**src/rtl/branch_pkg.sv**
```systemverilog
// branch_pkg: shared definitions for the branch resolution/prediction unit.
//   - funct3 encodings of the six RV32I conditional branches
//   - sat_update(): saturating up/down step of a prediction counter
//   - ctr_reset():  weakly-not-taken reset value for a counter width
// Counter helpers work on a 32-bit container plus an explicit width so the
// package stays non-parametric; callers cast the result to their width.
package branch_pkg;

    localparam logic [2:0] BR_EQ  = 3'b000;
    localparam logic [2:0] BR_NE  = 3'b001;
    localparam logic [2:0] BR_LT  = 3'b100;
    localparam logic [2:0] BR_GE  = 3'b101;
    localparam logic [2:0] BR_LTU = 3'b110;
    localparam logic [2:0] BR_GEU = 3'b111;

    // All-ones value of a counter that is 'bits' wide.
    function automatic logic [31:0] ctr_max(input int bits);
        return (bits >= 32) ? 32'hFFFF_FFFF : ((32'd1 << bits) - 32'd1);
    endfunction

    // One step towards taken/not-taken, clamped at all-ones and zero.
    function automatic logic [31:0] sat_update(input logic [31:0] ctr,
                                               input logic        taken,
                                               input int          bits);
        logic [31:0] nxt;
        nxt = ctr;
        if (taken) begin
            if (ctr != ctr_max(bits)) nxt = ctr + 32'd1;
        end else begin
            if (ctr != 32'd0) nxt = ctr - 32'd1;
        end
        return nxt;
    endfunction

    // 0b01..1: MSB clear, all lower bits set (0 for a 1-bit counter).
    function automatic logic [31:0] ctr_reset(input int bits);
        return (32'd1 << (bits - 1)) - 32'd1;
    endfunction

endpackage

```
**src/rtl/branch_compare.sv**
```systemverilog
// branch_compare: combinational RV32I branch condition evaluator.
// Ports:
//   funct3  - branch condition field
//   a, b    - RS1/RS2 operand values (XLEN wide)
//   taken   - condition holds (0 for illegal encodings)
//   legal   - funct3 is one of the six conditional branch encodings
module branch_compare
    import branch_pkg::*;
#(
    parameter int XLEN = 32
) (
    input  logic [2:0]      funct3,
    input  logic [XLEN-1:0] a,
    input  logic [XLEN-1:0] b,
    output logic            taken,
    output logic            legal
);

    always_comb begin
        taken = 1'b0;
        legal = 1'b1;
        case (funct3)
            BR_EQ:   taken = (a == b);
            BR_NE:   taken = (a != b);
            BR_LT:   taken = ($signed(a) <  $signed(b));
            BR_GE:   taken = ($signed(a) >= $signed(b));
            BR_LTU:  taken = (a <  b);
            BR_GEU:  taken = (a >= b);
            default: legal = 1'b0;
        endcase
    end

endmodule

```
**src/rtl/branch_predict_unit.sv**
```systemverilog
// branch_predict_unit: resolves EX-stage conditional branches, predicts
// IF-stage branches from a PC-indexed table of saturating counters, and
// raises the mispredict flush with the corrected next PC.
// Ports:
//   clk, reset        - clock; synchronous active-high reset
//   FetchPC/PredTaken - IF lookup address and combinational prediction
//   ExValid, Stall, Branch, funct3, RS1Data, RS2Data, ExPC, ExTarget,
//   ExPredTaken       - EX-stage instruction and its carried prediction
//   BranchTaken, Mispredict, RedirectPC - combinational resolution outputs
//   BranchCount, MispredictCount        - registered saturating statistics
module branch_predict_unit
    import branch_pkg::*;
#(
    parameter int XLEN        = 32,
    parameter int BHT_ENTRIES = 64,
    parameter int CTR_BITS    = 2
) (
    input  logic            clk,
    input  logic            reset,
    input  logic [XLEN-1:0] FetchPC,
    output logic            PredTaken,
    input  logic            ExValid,
    input  logic            Stall,
    input  logic            Branch,
    input  logic [2:0]      funct3,
    input  logic [XLEN-1:0] RS1Data,
    input  logic [XLEN-1:0] RS2Data,
    input  logic [XLEN-1:0] ExPC,
    input  logic [XLEN-1:0] ExTarget,
    input  logic            ExPredTaken,
    output logic            BranchTaken,
    output logic            Mispredict,
    output logic [XLEN-1:0] RedirectPC,
    output logic [31:0]     BranchCount,
    output logic [31:0]     MispredictCount
);

    localparam int                  IDX_W   = $clog2(BHT_ENTRIES);
    localparam logic [CTR_BITS-1:0] CTR_RST = CTR_BITS'(ctr_reset(CTR_BITS));

    logic [CTR_BITS-1:0] bht [BHT_ENTRIES];

    logic [IDX_W-1:0]    fetch_idx;
    logic [IDX_W-1:0]    ex_idx;
    logic                cmp_taken;
    logic                cmp_legal;
    logic                qual;
    logic                resolve;
    logic [CTR_BITS-1:0] ctr_next;
    logic                unused_pc_bits;

    assign fetch_idx = FetchPC[IDX_W+1:2];
    assign ex_idx    = ExPC[IDX_W+1:2];
    assign unused_pc_bits = ^{FetchPC[XLEN-1:IDX_W+2], FetchPC[1:0],
                              ExPC[XLEN-1:IDX_W+2], ExPC[1:0]};

    // Plain read of the registered table: no bypass of a same-cycle update.
    assign PredTaken = bht[fetch_idx][CTR_BITS-1];

    branch_compare #(.XLEN(XLEN)) u_cmp (
        .funct3 (funct3),
        .a      (RS1Data),
        .b      (RS2Data),
        .taken  (cmp_taken),
        .legal  (cmp_legal)
    );

    // Outputs resolve even under Stall; only state updates are held off.
    assign qual        = ExValid & Branch & cmp_legal;
    assign resolve     = qual & ~Stall;
    assign BranchTaken = qual & cmp_taken;
    assign Mispredict  = qual & (cmp_taken != ExPredTaken);
    assign RedirectPC  = BranchTaken ? ExTarget : (ExPC + XLEN'(4));

    assign ctr_next = CTR_BITS'(sat_update(32'(bht[ex_idx]), cmp_taken, CTR_BITS));

    always_ff @(posedge clk) begin
        if (reset) begin
            for (int i = 0; i < BHT_ENTRIES; i++) bht[i] <= CTR_RST;
            BranchCount     <= '0;
            MispredictCount <= '0;
        end else if (resolve) begin
            bht[ex_idx] <= ctr_next;
            if (BranchCount != 32'hFFFF_FFFF)
                BranchCount <= BranchCount + 32'd1;
            if (Mispredict && (MispredictCount != 32'hFFFF_FFFF))
                MispredictCount <= MispredictCount + 32'd1;
        end
    end

endmodule

```
**config.mk**
```make
export PLATFORM = sky130hd
export DESIGN_NAME = branch_predict_unit
export DESIGN_NICKNAME = d
export VERILOG_FILES = /design/src/rtl/branch_pkg.sv /design/src/rtl/branch_compare.sv /design/src/rtl/branch_predict_unit.sv
export SDC_FILE = /design/constraint.sdc
export NUM_CORES = 1
export LEC_CHECK = 0
export BUFFER_PORTS_ARGS = -buffer_cell sky130_fd_sc_hd__buf_4
export CAP_MARGIN = 20
export CORE_ASPECT_RATIO = 1.25
export CORE_MARGIN = 2
export CORE_UTILIZATION = 55
export CTS_CLUSTER_SIZE = 28
export DETAILED_ROUTE_END_ITERATION = 10
export PLACE_DENSITY = 0.91
export SYNTH_ARGS = -nofsm -noshare
export SYNTH_HDL_FRONTEND = slang
export SYNTH_SLANG_ARGS = --single-unit
```
**constraint.sdc**
```tcl
create_clock -name clk -period 4.6 [get_ports clk]
set_clock_uncertainty 0.1 [all_clocks]
set_input_delay 0.69 -clock clk [delete_from_list [all_inputs] [get_ports clk]]
set_output_delay 0.69 -clock clk [all_outputs]
set_load 0.05 [all_outputs]
```
# Yosys cells after proc, flatten, opt, wreduce, memory -nomap -nowiden
# Memory sizes are Yosys's and may differ from the RTL's.
# Cells that the tools add are included.
dict set report word_totals {
  register_bits 64
  mem_bits_rw 128
  input_bits 169
  out_inout_bits 99
  word_cells 50
  mem_count 1
}
dict set report op_classes {
  add_sub_neg 5
  order_cmp 4
  eq_ne 11
  n_mux 14
  bitwise_logic 6
  reduce_logical 7
}
# name depth width rd rd_clocked_by_memory_dff wr line_no
set memory_table {}
lappend memory_table {bht 64 2 2 0 64 branch_predict_unit.sv:41} ;# logic [CTR_BITS-1:0] bht [BHT_ENTRIES];
# cell count
set ops {}
lappend ops {{32-bit by 1-bit adder with 32-bit output (second input constant)} 2}
lappend ops {{32-bit >= comparator} 2}
lappend ops {{32-bit less-than comparator} 2}
lappend ops {{32-bit inequality test (second input constant)} 2}
lappend ops {{32-bit by 3-bit adder with 32-bit output (second input constant)} 1}
lappend ops {{32-bit == test} 1}
lappend ops {{32-bit two-way mux} 1}
lappend ops {{32-bit inequality test} 1}
lappend ops {{3-bit == test (second input constant)} 4}
lappend ops {{2-bit two-way mux} 4}
lappend ops {{1-bit two-way mux} 7}
lappend ops {{6-bit two-way mux} 1}
lappend ops {{1-bit case mux with 6 select lines} 1}
lappend ops {{6-bit OR reduction} 1}
lappend ops {{1-bit bitwise AND} 5}
lappend ops {{2-bit AND reduction} 2}
lappend ops {{3-bit by 1-bit == test with 1-bit output (second input constant)} 1}
lappend ops {{3-bit zero test} 1}
lappend ops {{2-bit by 1-bit adder with 2-bit output (second input constant)} 1}
lappend ops {{2-bit inequality test (second input constant)} 1}
lappend ops {{2-bit nonzero test} 1}
lappend ops {{2-bit OR reduction} 1}
lappend ops {{2-bit by 1-bit subtractor with 2-bit output (second input constant)} 1}
lappend ops {{1-bit logical AND} 1}
lappend ops {{other kinds (2)} 2}

# Depth between registers and ports, before layout
dict set report depth {
  ltp_word 10
  mapped_depth 14
  depth_no_buf 12
}

# Cells and area by module
# A second synthesis with hierarchy kept.
dict set report unflattened {
  hier_cells 1260
  area_unflattened_um2 12107.9
}
# mod n_inst cells_per_inst area_each_um2 seq_area_each_um2
set modules_own_cells {}
lappend modules_own_cells {branch_predict_unit 1 1127 11111.9 5124.9}
lappend modules_own_cells {branch_compare 1 133 996.0 0.0}

# Least setup slack after synthesis
# OpenSTA, ideal clock, no wires.
dict set report synth_path {
  path_type {input to output}
  from {in RS2Data[31]}
  to {out RedirectPC[0]}
  t_arrival_ns 3.552
  required_ns 3.810
  slack_ns 0.258
  cell_stages 14
  n_path_buf 2
  path_cell_list {inv_1 > ha_1 > nand4_4 > nor4_4 > nand3_1 > xor2_1 > o21ai_1 > nand3_1 > or3_1 > clkbuf_1 > clkbuf_1 > inv_1 > nand2_1 > nand2_1}
}
dict set report synth_via {
  elab_chain_cells 4
  elab_cells_between_ends 9
  cone_classes {4 x order compare; 2 x eq/ne; 2 x mux; 1 x bitwise}
}
# element line_no
set synth_lines {}
lappend synth_lines {{from (decl)} branch_predict_unit.sv:27} ;# input logic [XLEN-1:0] RS2Data,
lappend synth_lines {{32-bit >= comparator, or another cell as far along} branch_compare.sv:28} ;# BR_GEU: taken = (a >= b);
lappend synth_lines {{1-bit case mux with 6 select lines (*)} branch_compare.sv:22} ;# case (funct3)
lappend synth_lines {{1-bit bitwise AND (*)} branch_predict_unit.sv:71} ;# assign BranchTaken = qual & cmp_taken;
lappend synth_lines {{named net BranchTaken} branch_predict_unit.sv:31} ;# output logic BranchTaken,
lappend synth_lines {{32-bit two-way mux (*)} branch_predict_unit.sv:73} ;# assign RedirectPC = BranchTaken ? ExTarget : (ExPC + XLEN'(4));
lappend synth_lines {{to (decl)} branch_predict_unit.sv:33} ;# output logic [XLEN-1:0] RedirectPC,
# The timed path passes the listed nets; every way through them passes the cells marked *.

# Worst setup path in the final report
dict set report layout_path {
  from {in RS1Data[1]}
  to {out RedirectPC[22]}
}
dict set report layout_via {
  elab_chain_cells 4
  elab_cells_between_ends 9
  cone_classes {4 x order compare; 2 x eq/ne; 2 x mux; 1 x bitwise}
}
# element line_no
set layout_lines {}
lappend layout_lines {{from (decl)} branch_predict_unit.sv:26} ;# input logic [XLEN-1:0] RS1Data,
lappend layout_lines {{32-bit >= comparator, or another cell as far along} branch_compare.sv:28}
lappend layout_lines {{1-bit case mux with 6 select lines (*)} branch_compare.sv:22}
lappend layout_lines {{1-bit bitwise AND (*)} branch_predict_unit.sv:71}
lappend layout_lines {{32-bit two-way mux (*)} branch_predict_unit.sv:73}
# Mark *: on every way between the ends. The rest lies on a longest branch, timed or not.

==> impl_metrics.yaml <==
run_status:
  status: "finished, violations left"
  violations: "design-rule violations"
detailed_routing:
  drtIter0Drc: 1159
  postRouteAntennaNets: 0
  dr.pass1.iters: 9
  drc: 1
  vias: 10600
  routed_wl_um: 33300
  viasPerCell: 6.12
  wire_per_inst_um: 19.3
floorplan:
  io_pins: 268
  start_util_pct: 55.8
  dieArea_mm2: 0.0222
  rows: 59
  core_mm2: 0.0207
  chipHeight_um: 166
  chipWidth_um: 134
power:
  vdd_ir_drop_max_uv: 264
  powerDensity_mw_per_mm2: 286
  leakagePower_nw: 5.41
worst_setup_path:
  crit_type: "in -> out"
  cp-start-kind: "input pin"
  slowest_delay_ns: 0.53
  cp.arrival_ns: 3.53
  path_cells: "buf_4 > ha_1 > nor2b_1 > o211ai_1 > a21oi_1 > o311ai_1 > nand3_1 > mux2i_1 > or3_2 > buf_12 > a21oi_1 > buf_4"
  slowest_stage: "or3_2"
  worst_ep_required_time_ns: 3.81
  reg2reg_from: "MispredictCount[0]"
  endpoint_kind: "output pin"
  critPathLaunch: "RS1Data[1]"
  cp_max_fo: 61
yosys:
  synth_area_mm2: 0.0116
  ys_types: 64
  async_flop_share_pct: 0
  synthCells: 1237
  yosysSeqAreaShare_pct: 44.3
  synth_area_leaders: "edfxtp_1 33%, dfxtp_1 11%, nor2_1 5.3%, nand3_1 4.4%, mux4_2 4.1%"
  yosys.area.top_type: "edfxtp_1"
  ys_ff_latch: 192
  netlist.area_leader.share_pct: 33.2
  synth_ff_type: "edfxtp_1"
  synth_fp_nets: 1441
  synth_edf_count: 128
  synth.avg_cell_area_um2: 9.35
  synth_most_common_cell: "nor2_1"
  yosys-top-cells-count: "164 x nor2_1, 128 x edfxtp_1, 117 x nand2_1, 101 x nand3_1, 65 x nand2b_1"
  ys.warnings.count: 0
finish:
  diodes: 0
  ff_latch_area_mm2: 0.00512
  syn_to_final_growth_pct: 22.4
  nFillCells: 1612
  finalNetCount: 1642
  stdcell_count: 1725
  drive_gt1_share_pct: 23.9
  multi_input_area_mm2: 0.00587
place:
  place_inst: 1693
  dpl.hpwl_um: 23300
  routabilityCongestion: 0.879
  io_buffers: 241
sta:
  rsz0062_at_grt: "no"
  setup_tns_ns: 0
  finalMaxSlewViolations: 0
  timing.final.crit_share_pct: 93.9
  finalHoldViolations: 0
  relSlewSlack_pct: 36.7
  finalSetupViolations: 0
  worst_slew_pin_slew_ns: 0.950
  fmax_ghz: 0.231
  min_period_ns: 4.32
clocking:
  insertion_delay_ns: 0.44
  ctsHtreeMaxLevel: 4
  cts_sinks: 192
  hold_buffers: 0
  clk_path_buf_depth: 2
  tritoncts: "yes"
  postCtsSetupRepairBufs: 0
  clkTransAtPathRegs_ns: 0.07
  cts.repair.resized: 0
  cts_buffers: 17
  cts-root-buf: "clkbuf_16"
flow_run:
  maxCapViolations: 0
global_routing:
  grt_use_total_pct: 29.4
  grt_first_pass_wirelength_um: 51900
  grt_remaining_overflow: 0
  grt_pass1_vias: 10300
  grt_max_degree: 80
  antenna_found_initial: 0
min_path:
  min_from: "MispredictCount[29]"
  worstHoldPathType: "reg -> reg"
[routing by layer]
metal	part of all wire, %	GRT usage (%)
met2	50	50.3
met5	0	0
met3	9.1	6.17
met1	36	35.2
met4	5.2	14.3
[worst paths after layout]
path / end / slack [ns] / cells after the start
min reg2reg: MispredictCount[29] / 0.40 / 2
max reg2reg: MispredictCount[31] / 1.06 / 9
min: MispredictCount[29] / 0.40 / 2
max: RedirectPC[22] / 0.28 / 12
[per-stage QoR]
step / util [%] / setup WS (ns) / total power, W / cell area (µm²) / hold slack (ns)
global placement: 65.5 / 0.343 / 0.00261 / 13600 / 0.378
detailed placement: 65.5 / 0.273 / 0.00263 / 13600 / 0.392
finish: 68.3 / 0.280 / 0.00405 / 14200 / 0.403
floorplan: - / 0.258 / 0.00237 / 11600 / 0.603
global route: 68.3 / 0.0941 / 0.00416 / 14200 / 0.421
CTS: 68.3 / 0.273 / 0.00405 / 14200 / 0.402
[kinds of logic (layout without fill, tap and decap cells)]
group                      after synthesis  count (layout)  share of synthesized area, %
and+or+nand+nor                        599             599                          26.4
DFF                                    192             192                          44.3
AOI/OAI and AO/OA                      178             178                          10.3
buffers and inverters                  137             351                          5.09
xor gates and xnor gates                58              58                          4.39
adders and majority gates               37              37                          3.97
muxes                                   36              36                          5.53
[cell usage in the layout, fill, tap and decap left out, types with 3 or more instances in the layout]
| master | synthesis | layout |
|---|---|---|
| a21o_1 | 9 | 9 |
| a21oi_1 | 60 | 60 |
| a221oi_1 | 3 | 3 |
| a22o_1 | 7 | 7 |
| a22oi_1 | 61 | 61 |
| a41o_1 | 3 | 3 |
| and2_1 | 7 | 7 |
| and3_1 | 18 | 18 |
| and3b_1 | 4 | 4 |
| and4_1 | 10 | 10 |
| buf_12 | 0 | 3 |
| buf_4 | 2 | 268 |
| clkbuf_16 | 0 | 18 |
| clkinv_4 | 0 | 4 |
| dfxtp_1 | 64 | 64 |
| edfxtp_1 | 128 | 128 |
| ha_1 | 35 | 35 |
| inv_1 | 48 | 48 |
| inv_6 | 0 | 3 |
| inv_8 | 0 | 3 |
| mux2_1 | 11 | 11 |
| mux4_2 | 21 | 21 |
| nand2_1 | 117 | 117 |
| nand2b_1 | 65 | 65 |
| nand3_1 | 101 | 101 |
| nand4_1 | 46 | 46 |
| nor2_1 | 164 | 164 |
| nor2b_1 | 20 | 20 |
| nor3_1 | 6 | 6 |
| nor3b_2 | 2 | 5 |
| nor4_1 | 5 | 5 |
| nor4_2 | 5 | 5 |
| o21ai_0 | 12 | 12 |
| o31ai_1 | 4 | 4 |
| o41ai_1 | 3 | 3 |
| or3_1 | 9 | 8 |
| or4_1 | 5 | 5 |
| xnor2_1 | 17 | 17 |
| xor2_1 | 41 | 41 |
[worst max-delay path, delay by kind of cell]
| family | cells | cell delay [ns] |
|---|---|---|
| AO/OA/AOI/OAI | 4 | 0.93 |
| AND/OR/NAND/NOR | 3 | 0.83 |
| multiplexers | 1 | 0.20 |
| adder cells (fa/ha/maj) | 1 | 0.30 |
| buffers and inverters | 3 | 0.56 |
[power by group]
part / switching [W] / internal [W] / leakage [nW]
Combinational: 0.000461 / 0.000273 / 3.50
Clock: 0.000703 / 0.000743 / 0.287
Sequential: 0.0000146 / 0.00185 / 1.62
[sequential cells by signal, summed over array words and instances (netlist names)]
signal / count
BranchCount: 32
MispredictCount: 32
bht: 128
[area by class of cell]
cell class | count | share of cell area (%)
Tap cell | 274 | 2.42
Clock buffer | 18 | 3.18
Sequential cell | 192 | 36.2
Clock inverter | 14 | 0.831
Timing Repair Buffer | 271 | 14.6
Inverter | 48 | 1.27
Multi-Input combinational cell | 908 | 41.5
Power figures use the tool's default switching activity.
